## src/rtl/nextasic_pkg.sv

```systemverilog
// nextasic_pkg: shared widths and request-FSM state encodings for the audio path.
//   AUDIO_SAMPLE_W : one stereo sample, [31:16] left, [15:0] right
//   req_state_e    : sample-request FSM states (REQ_IDLE, REQ_WAIT)
package nextasic_pkg;
  localparam int AUDIO_SAMPLE_W = 32;
  typedef enum logic {
    REQ_IDLE = 1'b0,
    REQ_WAIT = 1'b1
  } req_state_e;
endpackage

```

## src/rtl/sample_ring.sv

```systemverilog
// sample_ring: circular sample store with explicit fill level.
//   clk, rst_n        : clock, async active-low reset
//   i_flush           : drop all contents; a write in the same cycle is discarded
//   i_wr, i_wr_data   : write request and sample
//   i_rd              : pop request (ignored when empty)
//   o_head            : sample at the read pointer
//   o_level           : fill count 0..2**DEPTH_LOG2
//   o_full, o_empty   : level flags
module sample_ring
  import nextasic_pkg::*;
#(
  parameter int DEPTH_LOG2 = 3
) (
  input  logic                      clk,
  input  logic                      rst_n,
  input  logic                      i_flush,
  input  logic                      i_wr,
  input  logic [AUDIO_SAMPLE_W-1:0] i_wr_data,
  input  logic                      i_rd,
  output logic [AUDIO_SAMPLE_W-1:0] o_head,
  output logic [DEPTH_LOG2:0]       o_level,
  output logic                      o_full,
  output logic                      o_empty
);
  localparam int DEPTH = 1 << DEPTH_LOG2;
  localparam logic [DEPTH_LOG2:0] FULL_LVL = (DEPTH_LOG2 + 1)'(DEPTH);
  logic [AUDIO_SAMPLE_W-1:0] r_mem [DEPTH];
  logic [DEPTH_LOG2-1:0]     r_wr_ptr;
  logic [DEPTH_LOG2-1:0]     r_rd_ptr;
  logic [DEPTH_LOG2:0]       r_level;
  logic                      w_rd;
  logic                      w_wr;
  assign o_level = r_level;
  assign o_full  = r_level == FULL_LVL;
  assign o_empty = r_level == '0;
  assign o_head  = r_mem[r_rd_ptr];
  // A pop frees a slot in the same cycle, so a full ring still accepts a write alongside it.
  assign w_rd = i_rd & ~o_empty & ~i_flush;
  assign w_wr = i_wr & (~o_full | w_rd) & ~i_flush;
  always_ff @(posedge clk)
    if (w_wr) r_mem[r_wr_ptr] <= i_wr_data;
  always_ff @(posedge clk or negedge rst_n)
    if (!rst_n) begin
      r_wr_ptr <= '0;
      r_rd_ptr <= '0;
      r_level  <= '0;
    end else if (i_flush) begin
      r_wr_ptr <= '0;
      r_rd_ptr <= '0;
      r_level  <= '0;
    end else begin
      if (w_wr) r_wr_ptr <= r_wr_ptr + DEPTH_LOG2'(1);
      if (w_rd) r_rd_ptr <= r_rd_ptr + DEPTH_LOG2'(1);
      r_level <= r_level + (DEPTH_LOG2 + 1)'(w_wr) - (DEPTH_LOG2 + 1)'(w_rd);
    end
endmodule

```

## src/rtl/audio_sample_fifo.sv

```systemverilog
// audio_sample_fifo: elastic sample buffer between packet decoder and I2S, with sample-request FSM.
//   mon_clk, rst_n     : sole clock, async active-low reset
//   i_audio_starts     : playback enable; falling edge flushes the block
//   i_audio_22khz      : repeat each sample for two frames
//   i_in_valid/i_in_data : incoming sample strobe and data
//   i_frame_req        : I2S wants the next frame sample
//   o_out_data/o_out_valid : sample presented to I2S (valid = 0 means silence)
//   o_req_mode         : i_audio_starts delayed one stage
//   o_req_tick         : pulse to send one sample-request packet
//   o_level            : current fill count
//   o_underrun/o_overrun : pulses for read-on-empty and write-on-full
module audio_sample_fifo
  import nextasic_pkg::*;
#(
  parameter int DEPTH_LOG2 = 3,
  parameter int LOW_WATER  = 4,
  parameter int RETRY      = 16000,
  parameter int RW         = 14
) (
  input  logic                      mon_clk,
  input  logic                      rst_n,
  input  logic                      i_audio_starts,
  input  logic                      i_audio_22khz,
  input  logic                      i_in_valid,
  input  logic [AUDIO_SAMPLE_W-1:0] i_in_data,
  input  logic                      i_frame_req,
  output logic [AUDIO_SAMPLE_W-1:0] o_out_data,
  output logic                      o_out_valid,
  output logic                      o_req_mode,
  output logic                      o_req_tick,
  output logic [DEPTH_LOG2:0]       o_level,
  output logic                      o_underrun,
  output logic                      o_overrun
);
  logic [AUDIO_SAMPLE_W-1:0] w_head;
  logic [DEPTH_LOG2:0]       w_level;
  logic                      w_full;
  logic                      w_empty;
  logic                      w_stop;
  logic                      w_need_pop;
  logic                      w_pop;
  logic                      w_low;
  logic                      w_tick;
  req_state_e                r_state;
  req_state_e                w_state_nx;
  logic [RW-1:0]             r_cnt;
  logic [RW-1:0]             w_cnt_nx;
  logic                      r_phase;
  // Falling edge of audio_starts: the registered copy is still high while the input is low.
  assign w_stop     = o_req_mode & ~i_audio_starts;
  // In 22 kHz mode the second frame of each pair repeats the held sample instead of popping.
  assign w_need_pop = i_frame_req & ~(i_audio_22khz & r_phase);
  assign w_pop      = w_need_pop & ~w_empty;
  assign w_low      = w_level <= (DEPTH_LOG2 + 1)'(LOW_WATER);
  assign o_level    = w_level;
  sample_ring #(.DEPTH_LOG2(DEPTH_LOG2)) u_ring (
    .clk       (mon_clk),
    .rst_n     (rst_n),
    .i_flush   (w_stop),
    .i_wr      (i_in_valid),
    .i_wr_data (i_in_data),
    .i_rd      (w_need_pop),
    .o_head    (w_head),
    .o_level   (w_level),
    .o_full    (w_full),
    .o_empty   (w_empty)
  );
  always_comb begin
    w_state_nx = r_state;
    w_cnt_nx   = r_cnt;
    w_tick     = 1'b0;
    if (r_state == REQ_IDLE) begin
      if (o_req_mode & w_low) begin
        w_tick     = 1'b1;
        w_cnt_nx   = '0;
        w_state_nx = REQ_WAIT;
      end
    end else if (!w_low) begin
      w_state_nx = REQ_IDLE;
    end else if (r_cnt == RW'(RETRY - 1)) begin
      w_tick   = 1'b1;
      w_cnt_nx = '0;
    end else begin
      w_cnt_nx = r_cnt + RW'(1);
    end
    if (w_stop) begin
      w_state_nx = REQ_IDLE;
      w_cnt_nx   = '0;
      w_tick     = 1'b0;
    end
  end
  always_ff @(posedge mon_clk or negedge rst_n)
    if (!rst_n) begin
      r_state    <= REQ_IDLE;
      r_cnt      <= '0;
      o_req_mode <= 1'b0;
      o_req_tick <= 1'b0;
      o_underrun <= 1'b0;
      o_overrun  <= 1'b0;
    end else begin
      r_state    <= w_state_nx;
      r_cnt      <= w_cnt_nx;
      o_req_mode <= i_audio_starts;
      o_req_tick <= w_tick;
      o_underrun <= w_need_pop & w_empty & ~w_stop;
      o_overrun  <= i_in_valid & w_full & ~w_pop & ~w_stop;
    end
  always_ff @(posedge mon_clk or negedge rst_n)
    if (!rst_n) begin
      o_out_data  <= '0;
      o_out_valid <= 1'b0;
      r_phase     <= 1'b0;
    end else if (w_stop) begin
      o_out_data  <= '0;
      o_out_valid <= 1'b0;
      r_phase     <= 1'b0;
    end else if (i_frame_req) begin
      if (i_audio_22khz & r_phase) begin
        r_phase <= 1'b0;
      end else if (w_empty) begin
        o_out_data  <= '0;
        o_out_valid <= 1'b0;
        r_phase     <= 1'b0;
      end else begin
        o_out_data  <= w_head;
        o_out_valid <= 1'b1;
        r_phase     <= i_audio_22khz;
      end
    end
endmodule

```

## config.mk

```make
export PLATFORM = sky130hd
export DESIGN_NAME = audio_sample_fifo
export DESIGN_NICKNAME = d
export VERILOG_FILES = /design/src/rtl/nextasic_pkg.sv /design/src/rtl/sample_ring.sv /design/src/rtl/audio_sample_fifo.sv
export SDC_FILE = /design/constraint.sdc
export NUM_CORES = 1
export LEC_CHECK = 0
export ABC_CLOCK_PERIOD_IN_PS = 4200
export CAP_MARGIN = 30
export CORE_AREA = 4 4 156 158
export CTS_BUF_LIST = sky130_fd_sc_hd__clkbuf_8
export CTS_CLUSTER_DIAMETER = 200
export DETAILED_ROUTE_END_ITERATION = 12
export DIE_AREA = 0 0 160 162
export HOLD_SLACK_MARGIN = 0.12
export PLACE_DENSITY = 0.83
export SYNTH_ARGS = -nofsm -noshare
export SYNTH_HDL_FRONTEND = slang
export SYNTH_SLANG_ARGS = --single-unit
```

## constraint.sdc

```tcl
create_clock -name mon_clk -period 4.2 [get_ports mon_clk]
set_input_delay 0.42 -clock mon_clk [delete_from_list [all_inputs] [get_ports mon_clk]]
set_output_delay 0.42 -clock mon_clk [all_outputs]
set_load 0.005 [all_outputs]
```

=== Word level (Yosys, flattened, before mapping) ===
Memories as Yosys holds them, arrays and structs flattened.
Cells that the tools add are included.

* Output and inout port bits: 41
* Input port bits: 38
* Memories kept: 1
* Bits in writable memories: 256
* Logic and storage cells: 82
* Register bits: 63

{| class="wikitable"
|+ Memories
! memory !! depth !! width !! read ports !! clocked after Yosys merged registers in !! write ports !! RTL line !! RTL
|-
| u_ring.r_mem || 8 || 32 || 1 || 0 || 1 || sample_ring.sv:27 || <nowiki>logic [AUDIO_SAMPLE_W-1:0] r_mem [DEPTH];</nowiki>
|}

* Equality and inequality tests: 4
* Bitwise operators: 20
* Add/sub/neg operators: 5
* Reductions and logical operators: 7
* Multiplexer cells: 32
* Magnitude comparators: 1

{| class="wikitable"
|+ Operators with widths
! kind !! count
|-
| $mux W32 || 4
|-
| $mux W14 || 5
|-
| $mux W1 || 18
|-
| $add A14 B1 Y14 const B || 1
|-
| $eq A14 B14 Y1 const B || 1
|-
| $and A1 B1 Y1 || 13
|-
| $mux W3 || 4
|-
| $add A3 B1 Y3 const B || 2
|-
| $not A1 Y1 || 6
|-
| $reduce_bool A2 Y1 || 3
|-
| $add A4 B1 Y4 || 1
|-
| $eq A4 B4 Y1 const B || 1
|-
| $le A4 B3 Y1 const B || 1
|-
| $logic_not A4 Y1 || 1
|-
| $mux W4 || 1
|-
| $reduce_and A2 Y1 || 2
|-
| $sub A4 B1 Y4 || 1
|-
| $ne A3 B2 Y1 const B || 1
|-
| $reduce_bool A3 Y1 || 1
|-
| $ne A2 B1 Y1 const B || 1
|-
| $or A1 B1 Y1 || 1
|}

=== Depth between registers and ports, before layout ===
Gate-level depths: netlist (run 1).

* Depth after elaboration: 11
* Gate-level depth with buffers: 13

=== By module ===
A second synthesis (run 1) with hierarchy kept.

* Cell total of the unflattened synthesis: 632
* Area, all modules: 12,564.6 µm²

{| class="wikitable"
|+ By module, submodules not included
! module !! cells an instance !! times used !! area each (µm²) !! seq. area each (µm²)
|-
| sample_ring || 448 || 1 || 10,313.6 || 7,937.6
|-
| audio_sample_fifo || 184 || 1 || 2,250.9 || 1,326.3
|}

=== Least setup slack after synthesis (run 1) ===
Ideal clock, no wire load.

* Path kind: flip-flop to flip-flop
* From: register u_ring.r_level[2] (netlist: u_ring.o_level[2])
* To: memory u_ring.r_mem[0][0] (enable)
* Cell stages (with the launch flop): 6
* Period minus slack after synthesis: 4.137 ns
* Arrival: 3.676 ns
* Setup slack: 0.063 ns
* Buffers on the path: 0
* Cell sequence: dfrtp_1 inv_1 ha_1 o211a_1 or4_1 nor3_1

* Longest elaborated chain between the ends: 9
* Elaborated cells on any way between the ends: 11
* Those cells by class: eq/ne: 1; mux: 2; bitwise: 7; reduce/logical: 1

{| class="wikitable"
|+ RTL lines
! element !! RTL line !! RTL
|-
| from (decl) || sample_ring.sv:30 || <nowiki>logic [DEPTH_LOG2:0] r_level;</nowiki>
|-
| from (signal assigned) || sample_ring.sv:54 || <nowiki>r_level <= r_level + (DEPTH_LOG2 + 1)'(w_wr) - (DEPTH_LOG2 + 1)'(w_rd);</nowiki>
|-
| $logic_not A4 Y1 || sample_ring.sv:35 || <nowiki>assign o_empty = r_level == '0;</nowiki>
|-
| $not A1 Y1 || sample_ring.sv:38 || <nowiki>assign w_rd = i_rd & ~o_empty & ~i_flush;</nowiki>
|-
| $and A1 B1 Y1 (2 in a row) || sample_ring.sv:38 ||
|-
| $or A1 B1 Y1 (*) || sample_ring.sv:39 || <nowiki>assign w_wr = i_wr & (~o_full | w_rd) & ~i_flush;</nowiki>
|-
| $and A1 B1 Y1 (*) (2 in a row) || sample_ring.sv:39 ||
|-
| $mux W1 (*) || sample_ring.sv:41 || <nowiki>if (w_wr) r_mem[r_wr_ptr] <= i_wr_data;</nowiki>
|-
| $mux W1 (implied by the code) (*) || sample_ring.sv:41 ||
|-
| to (decl) || sample_ring.sv:27 ||
|}

Mark *: on every way between the ends. The rest lies on a longest branch, timed or not.

=== Final worst setup path (run 1) ===
* From: register u_ring.r_level[2] (netlist: u_ring.o_level[2])
* To: memory u_ring.r_mem[2][9] (enable)

The elaborated chain is that of the path after synthesis.

==> results summary, run 1 <==
The pin count of the biggest net entering global routing is 37. After layout, the design draws a total of 0.00910 W. The total half-perimeter wirelength after legalization and detailed placement came out at 15,200 µm.

The top fanout value on the critical path came out at 25. The number of sinks on the clock net is 319. By count the netlist is led by edfxtp_1, mux4_2, dfrtp_1. The horizontal die dimension is 160 µm. The nature of the critical path endpoint is a flip-flop. Global routing consumed, over all layers together, 19.2% of the routing resources. The reported leakage power is 5.03 nW.

The post-route worst hold slack came out at 0.370 ns. After clock tree synthesis, the clock-pin slew on the worst setup and hold paths is 0.06 ns. The post-detailed-route via-to-cell ratio is 5.83. The mean area per synthesized cell is 18.9 µm². In this run the power spent charging and discharging nets is 0.00255 W.

The total buffers and inverters traversed by the critical path is 2. The top flip-flop cell by instance count after synthesis is edfxtp_1. The netlist area before placement is 12,400 µm². The clock network is responsible for 28.4% of the overall power. The number of standard cells after synthesis is 660. In this design, the largest share of critical-path delay is due to simple AND/OR/NAND/NOR gates. In this run the tightest slew margin relative to its limit is 39.2%. The distinct cell type count after synthesis came out at 52. The number of design rule violations left after detail routing is 0. Setup repair after global routing left no endpoint under its margin.

The layout overhead on the synthesized area came out at 18.3%. The clock root buffer master is clkbuf_8. The internal portion of the total power is 0.00656 W. The repair_antennas step left the layout with diodes totalling 0. The number of core rows came out at 56. The number of clock buffers inserted by TritonCTS came out at 50. The slowest stage of the critical path is the or4_1 cell. The post-CTS setup buffer count is 0. The switching share of power came out at 28.0%. At the worst endpoint, the required time is 4.45 ns. The height of the die is 162 µm. The count of nets left with antenna violations after detail routing came out at 0.

The element type at the critical path start is a flip-flop. The effective utilization at floorplan came out at 53.8%. The routability-driven placement congestion ratio is 0.753.

The signal on the critical path passes through inv_1 > ha_1 > o211a_1 > or4_1 > nor2_4 > buf_4. The setup-violating endpoint count in the final report is 0. The multi-input combinational cells in the finished layout cover a total of 3070 µm².

In the post-synthesis netlist, the cell with the most instances is edfxtp_1. The transition time at the pin with the least slew margin came out at 0.910 ns. Power spread over the standard cell area amounts to 618 nW/µm².

The flow ran to the end, and the final reports show no timing, DRC or antenna violations. The number of vias in the routed layout came out at 6,458. Of the cells placed in the final design, the portion with a size suffix greater than 1 is 20.7%. The delay of the slowest critical-path stage came out at 0.67 ns. Based on the critical path, the design can be clocked at up to 342 MHz.

The aggregate negative setup slack is 0 ns. Sequential cells were found to cover 74.4% of the synthesized design area. In this run the count of I/O pins placed on the die edge is 79. The placeable core region is 23,100 µm². The final net count is 826. Yosys attributes the largest share of cell area to edfxtp_1, dfrtp_1, mux4_2, mux2i_1, o21ai_0.

Of the total power, registers draw 46.6%. The per-cell routed wire length came out at 22.1 µm. The area of the die came out at 25,900 µm².

The first routing iteration left 412 violations. The number of flops mapped to enable cells by yosys came out at 256. The tool flagged a number of max-cap violations equal to 0. The final cell utilization of the core is 63.7%. The number of fill cells in the layout is 1,566. The number of register bits inferred by synthesis is 319. The total number of yosys warnings came out at 0. The first global-routing pass estimated 38,700 µm of wire. The proportion of power drawn by combinational gates is 25.0%. The overflow left after global routing is 0.

The sum of routed wire length over all layers came out at 24,500 µm. The total nets after synthesis came out at 709. The critical path class is flip-flop to flip-flop. The first-pass iteration count of the detailed router came out at 5. The number of max-slew violations in the final report is 0. The final period demand of the worst path came out at 2.92 ns. The initial antenna violation count came to 0. In the final layout, flip-flops and latches occupy 9270 µm². Summed over all instances, the cell type with the most area after synthesis is edfxtp_1.

The clock passes through at most 3 buffers. IR analysis of the VDD net gives a maximum drop of 0.348 mV. The proportion of synthesized flip-flops having asynchronous set or reset is 19.7%. The setup clock skew after layout came out at 0.0258 ns. The min-delay analysis places its worst path in the category input port to flip-flop. Dividing the final minimum period by the clock period gives 69.5%. The arrival time of the worst setup path came out at 3.18 ns.

For the worst-skew pair, the clock arrives at the later sink with an insertion delay of 0.56 ns. The total number of H-tree levels came out at 2. The final number of hold-violating endpoints is 0. The synthesized design devotes to its leading area cell type 61.7% of total area. TritonCTS built the clock tree. The count of buffers added on input and output ports is 78. The number of global-route vias before repair is 6,957.
cell usage in the layout, fill, tap and decap left out, types with 9 or more instances in the layout:
cell type	Yosys	routed
o21ai_0	35	35
clkdlybuf4s50_1	0	77
clkbuf_8	0	58
ha_1	10	10
mux4_2	64	64
nor3_1	11	9
nand2_1	45	45
mux2i_1	33	33
inv_1	12	34
edfxtp_1	256	256
dfrtp_1	63	60
buf_4	1	12
nor2_1	19	12
path summary, 6_finish.rpt:
path,from,end,slack (ns),cells past startpoint
worst max-delay path,u_ring.o_level[2],u_ring.r_mem[2][9],1.28,6
max in group asynchronous,rst_n,o_out_data[5],2.73,3
min in group asynchronous,rst_n,u_ring.r_wr_ptr[1],0.46,2
worst min-delay path,i_audio_starts,o_req_mode,0.37,1
worst max register to register,u_ring.o_level[2],u_ring.r_mem[2][9],1.28,6
worst min register to register,o_out_data[23],o_out_data[23],0.48,2
state kept, by name, indices dropped and copies added, names as in the netlist, 3 cells and up:
register and flops:
u_ring.r_rd_ptr 3, u_ring.r_wr_ptr 3, u_ring.r_mem 256, u_ring.o_level 4, o_out_data 32, r_cnt 14
timing repair:
action / in CTS / in global routing
hold buffers: 1 / 0
endpoints found under the hold margin: 31 / 0
resized for setup: 0 / 0
layout make-up:
| class | instances | area share (%) |
|---|---|---|
| well taps | 290 | 2.46 |
| inverters | 12 | 0.306 |
| multi-input cells | 299 | 20.8 |
| flip-flops and latches | 319 | 63.0 |
| clock inverters | 35 | 1.51 |
| clock buffers | 58 | 5.42 |
| repair buffers | 95 | 6.49 |
logic make-up after synthesis:
| kind of cell | synth area share, % |
|---|---|
| xor gates and xnor gates | 0.281 |
| and+or+nand+nor | 4.52 |
| DFF | 74.4 |
| buffers and inverters | 1.46 |
| adders and majority gates | 1.17 |
| AOI/OAI and AO/OA | 3.75 |
| muxes | 14.4 |
per-stage QoR:
stage	worst slack, ns	cells	area [µm²]
finish	1.28	1108	14700
global route	1.11	1108	14700
CTS	1.24	1108	14700
detailed placement	0.842	1014	13700
global placement	0.881	1013	13700
floorplan	0.0635	660	12400
per-layer routing:
layer,up-vias,GRT usage (%),part of all wire [%]
met5,-,0,0
met4,0,4.65,1.5
met3,35,4.14,5.6
met2,208,32.8,52
met1,3333,25.6,41
li1,2882,-,-
power groups by stage:
| stage | sequential (W) | combinational, W | clock, W |
|---|---|---|---|
| after floorplan | 0.00412 | 0.00152 | 0 |
| after global placement | 0.00430 | 0.00218 | 0 |
| after detailed placement | 0.00431 | 0.00230 | 0 |
| after CTS | 0.00425 | 0.00232 | 0.00264 |
| after global routing | 0.00430 | 0.00248 | 0.00281 |
| final | 0.00424 | 0.00228 | 0.00259 |
No activity file was read; power rests on OpenSTA's default activity.
==> run 2, diff against run 1 <==
Settings changed: ABC_CLOCK_PERIOD_IN_PS 4200 to 2700, CORE_AREA 4 4 156 158 to 4 4 148 150, DIE_AREA 0 0 160 162 to 0 0 152 154, PLACE_DENSITY 0.83 to 0.87.
Clock period 4.2 ns to 2.7 ns, I/O delays scaled along.
==> results summary, run 2 (synthesis results as in run 1) <==
The run finished with clean final reports. The maximum count of clock buffers along a single path came to 3 (unchanged). The placeable core region came out at 20,700 µm² (-11%). The routability-driven placement congestion ratio was 0.848 (+13%). The path class of the tightest hold or removal check is input port to flip-flop. In the layout the commonest cells are edfxtp_1, clkdlybuf4s50_1, mux4_2, dfrtp_1, clkbuf_8.

The count of input and output buffers was 78 (unchanged). The switching component of the power came out at 0.00402 W (+58%). The number of fill cells in the layout came out at 1,225 (-22%). The cell with the biggest individual delay on the critical path is or4_4.

The register containing the most flip-flops in the final layout is u_ring.r_mem. The remaining max-slew budget at the tightest pin came out at 42.8% (+3.6 points). The number of vias in the routed layout came to 6,591 (+2.1%). The most common cell after layout, fill and taps aside is edfxtp_1. Walking the worst path, the cells encountered are inv_1 > ha_1 > o211a_1 > or4_4 > nor3_4 > buf_4. The placed cell area is 13,900 µm² (+1.8%). The sum of routed wire length over all layers came out at 25,100 µm (+2.5%). The number of max-slew violations in the final report is 0 (unchanged). The post-CTS clock slew at the launch and capture registers of the worst setup and hold paths came out at 0.06 ns (about the same). The clock latency at the later pin of the worst-skew pair is 0.56 ns (about the same).

The data required time of the worst path came to 2.96 ns (-1.49 ns). The portion of total power attributed to sequential cells is 46.5% (about the same). The worst setup path is captured at a flip-flop.

The total number of H-tree levels is 2 (unchanged). The delay of the slowest critical-path stage was 0.52 ns (-0.15 ns). The count of inserted antenna diode cells came out at 0 (unchanged).

The largest registers in the layout are u_ring.r_mem: 256 flops, o_out_data: 32 flops, r_cnt: 14 flops. The aggregate negative setup slack is 0 ns (unchanged). The start point of the critical path is u_ring.o_level[2]. The register-to-register setup slack is 0.35 ns (-0.93 ns). The worst-case hold path end point is o_req_mode.

The number of design rule violations left after detail routing came out at 0 (unchanged). The final period demand of the worst path is 2.35 ns (-0.570 ns). The effective utilization at floorplan came to 60.2% (+6.3 points).

The iteration-0 DRC count of the detailed router came to 530 (+29%). The overflow left after global routing came out at 0 (unchanged). The transition time at the pin with the least slew margin came out at 0.858 ns (-0.0519 ns). The clock tree from TritonCTS is built. Among cell families on the critical path, the largest total delay comes from simple AND/OR/NAND/NOR gates.

The worst register-to-register path begins at u_ring.o_level[2]. The post-detailed-route via-to-cell ratio is 5.95 (+2.1%). The total internal power is 0.00996 W (+52%). CTS placed an instance of clkbuf_8 at the clock tree root. The top fanout value on the critical path is 10 (-60%).

The post-CTS setup buffer count came out at 0 (unchanged). The critical path class is flip-flop to flip-flop. The setup-violating endpoint count in the final report was 0 (unchanged). The fraction of layout instances using a drive strength above 1 is 21.7% (+1.1 points). The number of sinks on the clock net came out at 319 (unchanged). The ratio of final minimum period to clock period came out at 87.1% (+18 points). The element type at the critical path start is a flip-flop.

The count of instances resized after the clock tree is built was 0 (unchanged). The final net count is 843 (+2.1%). The instance count along the most critical hold path came to 1 (unchanged). The post-route cell area is 14,800 µm² (+0.77%). The reported leakage power is 5.09 nW (+1.1%).

The filler-free cell count of the finished design is 1,108 (unchanged). The layout overhead on the synthesized area came out at 19.2%. The max capacitance violation total came out at 0 (unchanged).

The number of global-route vias before repair is 7,126 (+2.4%). The count of nets left with antenna violations after detail routing came to 0 (unchanged). The number of cells in the design after placement was 1,018 (+0.39%).

The achievable clock frequency is 425 MHz (+24%). The horizontal die dimension is 152 µm (-5.0%). The power per cell area came to 943 nW/µm² (+52%). The top-level I/O count is 79 (unchanged). The startpoint of the lowest-slack hold path is i_audio_starts.

The total routing resource utilization after global routing was 22.0% (+2.8 points). The reg-to-reg endpoint is u_ring.r_mem[0][10]. The initial antenna violation count came out at 0 (unchanged). Setup repair after global routing left no endpoint under its margin. The pin count of the biggest net entering global routing came out at 64 (+73%).

The first-pass iteration count of the detailed router is 5 (unchanged). The area of the die is 23,400 µm² (-9.7%). The first-pass GRT wire length is 40,100 µm (+3.5%). The number of clock buffers inserted by TritonCTS is 48 (-4.0%).

The final number of hold-violating endpoints is 0 (unchanged). The proportion of power drawn by combinational gates is 27.6% (+2.6 points). The per-cell routed wire length is 22.6 µm (+2.5%). The maximum vdd ir drop came to 0.599 mV (+72%).

The number of core rows is 53 (-5.4%). The switching share of power is 28.8% (+0.79 points). The total buffers and inverters traversed by the critical path came out at 2 (unchanged).

The cell depth of the worst flop-to-flop path was 6 (unchanged). The arrival time of the worst setup path is 2.61 ns (-0.57 ns). The height of the die is 154 µm (-4.9%). The number of flip-flops under the largest register name came to 256 (unchanged). The portion of total power attributed to the clock network came out at 25.9% (-2.5 points).

The setup clock skew after layout came to 0.0174 ns (-0.00836 ns). The total half-perimeter wirelength after legalization and detailed placement is 16,100 µm (+6.1%).
## run 2: cell types whose count changed in the layout (fill, tap and decap cells not counted), moves of 2 or more
| cell | before | now |
|---|---|---|
| buf_12 | 4 | 12 |
| nor3_4 | 0 | 2 |
| buf_4 | 12 | 24 |
| bufinv_16 | 3 | 1 |
| clkinv_1 | 4 | 9 |
| nor3_2 | 2 | 0 |
| clkinvlp_4 | 2 | 0 |
| clkbuf_8 | 58 | 52 |
## run 2: worst max path at each step
stage | endpoint | slack [ns] | cells after the start
6_report | u_ring.r_mem[0][10] | 0.35 | 6
3_5_place_dp | u_ring.r_mem[0][15] | 0.08 | 6
2_1_floorplan | u_ring.r_mem[7][0] | -0.33 | 5
5_1_grt | u_ring.r_mem[0][15] | 0.23 | 6
3_3_place_gp | u_ring.r_mem[0][12] | 0.12 | 6
4_1_cts | u_ring.r_mem[0][11] | 0.34 | 6
## run 2: routing by layer
metal	global-route usage, %	up-vias	wire, µm
met3	4.87	42	1550
met1	29.1	3384	9870
li1	-	2910	-
met2	37.3	255	13100
met4	6.42	0	520
met5	0	-	0
## run 2: power by group through the flow
stage	sequential (W)	combinational [W]	clock [W]
after floorplan	0.00641	0.00238	0
after global placement	0.00652	0.00373	0
after detailed placement	0.00659	0.00388	0
after CTS	0.00650	0.00391	0.00369
after global routing	0.00658	0.00417	0.00396
final	0.00650	0.00386	0.00362
## run 2: area by class of cell
cell class	count	area (µm²)	area share, %
sequential	319	9270	62.5
multi-input combinational	299	3080	20.8
timing repair buffer	114	1200	8.10
clock buffer	52	716	4.82
tap	275	344	2.32
clock inverter	37	176	1.19
inverter	12	45.0	0.304
## run 2: through the flow
step / hold WS, ns / setup WS (ns) / total power, W / util [%]
after floorplan: -0.0256 / -0.329 / 0.00879 / -
after global placement: 0.420 / 0.122 / 0.0103 / 67.3
after detailed placement: 0.436 / 0.0781 / 0.0105 / 67.3
after CTS: 0.220 / 0.339 / 0.0141 / 71.7
after global routing: 0.229 / 0.227 / 0.0147 / 71.7
final: 0.263 / 0.349 / 0.0140 / 71.7
## run 2: what timing repair did
item | 4_1_cts | 5_1_grt
hold endpoints to repair | 63 | 0
setup endpoints to repair | 0 | 0
hold buffers | 1 | 0
==> run 3, diff against run 2 <==
Settings changed: CORE_AREA 4 4 148 150 to 4 4 151 153, CTS_BUF_LIST sky130_fd_sc_hd__clkbuf_8 to not set, DIE_AREA 0 0 152 154 to 0 0 155 157, PLACE_DENSITY 0.87 to 0.84.
==> results summary, run 3 (synthesis results as in run 1) <==
The flow ran to the end, and the final reports show no timing, DRC or antenna violations. The worst setup path is launched from a flip-flop. The post-CTS clock slew at the launch and capture registers of the worst setup and hold paths came to 0.06 ns (about the same). The setup-violating endpoint count in the final report came out at 0 (unchanged).

By startpoint and endpoint, the worst setup path is classified as flip-flop to flip-flop. The final cell utilization of the core came out at 69.4% (-2.3 points). The setup clock skew after layout came out at 0.0156 ns (-0.00187 ns). The delay of the slowest critical-path stage came out at 0.53 ns (about the same). The maximum vdd ir drop is 0.687 mV (+15%). The area used by multi-input combinational logic came to 3080 µm² (unchanged). Grouping stages by cell kind, the critical path spends the most delay in simple AND/OR/NAND/NOR gates.

The final net count was 825 (-2.1%). The clock root buffer master is clkbuf_16. The transition time at the pin with the least slew margin is 0.866 ns (+0.00729 ns). The sequential standard cell area is 9270 µm² (unchanged).

The placed cell area came to 13,900 µm² (-0.28%). The count of input and output buffers came out at 78 (unchanged). The pin count of the biggest net entering global routing is 64 (unchanged). The cell with the biggest individual delay on the critical path is or4_4. The post-route worst hold slack is 0.264 ns (+0.00125 ns).

The routability-driven placement congestion ratio came out at 0.833 (-1.8%). The ratio of final minimum period to clock period was 87.7% (+0.59 points). The number of fill cells in the layout came out at 1,300 (+6.1%). The achievable clock frequency came out at 422 MHz (-0.67%). The total buffers and inverters traversed by the critical path is 2 (unchanged). The final number of hold-violating endpoints is 0 (unchanged). The number of core rows is 54 (+1.9%). The arrival time of the worst setup path is 2.62 ns (about the same). The post-CTS setup buffer count is 0 (unchanged).

The number of design rule violations left after detail routing is 0 (unchanged). The number of global-route vias before repair came out at 7,108 (-0.25%). The maximum count of clock buffers along a single path came out at 3 (unchanged). The data required time of the worst path is 2.95 ns (about the same). The horizontal die dimension is 155 µm (+2.0%). The per-cell routed wire length is 23.6 µm (+4.5%). The count of instances resized after the clock tree is built is 0 (unchanged).

The top cell types in the final layout, fill and taps aside, are edfxtp_1, clkdlybuf4s50_1, mux4_2, dfrtp_1, nand2_1. The max capacitance violation total came out at 0 (unchanged). The number of max-slew violations in the final report came out at 0 (unchanged). TritonCTS built the clock tree.

The first-pass iteration count of the detailed router came to 4 (-1). The reported leakage power is 5.05 nW (-0.69%). The top fanout value on the critical path is 12 (+2). The placeable core region is 21,600 µm² (+4.2%). The initial antenna violation count came to 0 (unchanged). The total routing resource utilization after global routing is 21.5% (-0.43 points). The fraction of layout instances using a drive strength above 1 was 20.7% (-1.0 points).

The final period demand of the worst path came out at 2.37 ns (+0.0159 ns). The effective utilization at floorplan came out at 57.8% (-2.4 points). The overflow left after global routing is 0 (unchanged). The top-level I/O count is 79 (unchanged). The iteration-0 DRC count of the detailed router is 543 (+2.5%).

Setup repair after global routing left no endpoint under its margin. The number of hold buffers added after CTS came out at 1 (unchanged). The first-pass GRT wire length is 40,200 µm (+0.36%). The number of flip-flops under the largest register name is 256 (unchanged). The power per cell area is 985 nW/µm² (+4.5%). The number of vias in the routed layout is 6,560 (-0.47%).

The remaining max-slew budget at the tightest pin is 42.3% (-0.49 points). The total number of H-tree levels is 1 (-1). The height of the die is 157 µm (+1.9%). The number of clock buffers inserted by TritonCTS came out at 31 (-35%). The layout overhead on the synthesized area came out at 20.2%. The library cell used most frequently in the layout, excluding fill and tap cells, is edfxtp_1. The clock latency at the later pin of the worst-skew pair came out at 0.57 ns (about the same). The post-route cell area is 15,000 µm² (+0.89%). The largest registers in the layout are u_ring.r_mem: 256 flops, o_out_data: 32 flops, r_cnt: 14 flops. The total half-perimeter wirelength after legalization and detailed placement is 15,500 µm (-3.6%). The post-detailed-route via-to-cell ratio came out at 6.06 (+1.9%). STA classifies the critical path endpoint as a flip-flop. The critical path goes through inv_1 > ha_1 > o211a_1 > or4_4 > nor3_4 > buf_4.

The sum of routed wire length over all layers came to 25,600 µm (+2.1%). The area of the die is 24,300 µm² (+4.0%). The path class of the tightest hold or removal check is input port to flip-flop.

The count of nets left with antenna violations after detail routing came out at 0 (unchanged). The number of sinks on the clock net came out at 319 (unchanged). The register containing the most flip-flops in the final layout is u_ring.r_mem.
==> run 3: changes by cell type in the layout (fill, tap and decap cells not counted), moves of 2 or more <==
cell,previous run,this run
clkbuf_8,52,1
buf_4,24,26
clkbuf_1,0,7
bufinv_16,1,5
buf_12,12,9
clkinv_1,9,6
inv_1,33,12
clkbuf_16,0,31
==> run 3: stage by stage <==
stage	power (W)	setup WS, ns	TNS [ns]	std cells
floorplan	0.00879	-0.329	-38.15	660
global placement	0.0102	0.107	0	1022
detailed placement	0.0104	0.0402	0	1022
CTS	0.0149	0.337	0	1081
global route	0.0154	0.246	0	1081
finish	0.0147	0.333	0	1082
==> run 3: final timing paths <==
path / startpoint / to / slack [ns] / depth (start not counted)
setup / recovery: u_ring.o_level[2] / u_ring.r_mem[0][21] / 0.33 / 6
hold reg to reg: o_out_data[23] / o_out_data[23] / 0.48 / 2
max in group asynchronous: rst_n / u_ring.r_rd_ptr[0] / 1.69 / 2
hold / removal: i_audio_starts / o_req_mode / 0.26 / 1
setup reg to reg: u_ring.o_level[2] / u_ring.r_mem[0][21] / 0.33 / 6
min in group asynchronous: rst_n / r_cnt[8] / 0.37 / 2
==> run 3: per-layer routing <==
metal	wire (µm)	vias to the layer above	part of all wire, %	GRT usage [%]
met1	10000	3397	39	28.0
li1	-	2869	-	-
met5	0	-	0	0
met2	13400	230	52	37.2
met3	1350	64	5.3	3.55
met4	814	0	3.2	7.86
==> run 3: power by group <==
group | switching [W] | internal, W | leakage [nW]
registers | 0.000455 | 0.00603 | 3.14
clock network | 0.00182 | 0.00263 | 0.514
logic | 0.00178 | 0.00203 | 1.40
==> run 3: layout make-up <==
cell class                      count  area share, %
Antenna cell                        1         0.0167
Tap cell                          280           2.34
Inverter                           12          0.301
Sequential cell                   319           61.9
Timing Repair Buffer              113           7.72
Clock buffer                       39           5.45
Multi-Input combinational cell    299           20.6
Clock inverter                     19           1.64
==> run 3: worst reg2reg max path: stages, from the launching register on <==
cell and delay [ns]:
dfrtp_1 0.37, inv_1 0.09, ha_1 0.25, o211a_1 0.29, or4_4 0.53, nor3_4 0.28
buf_4 0.26
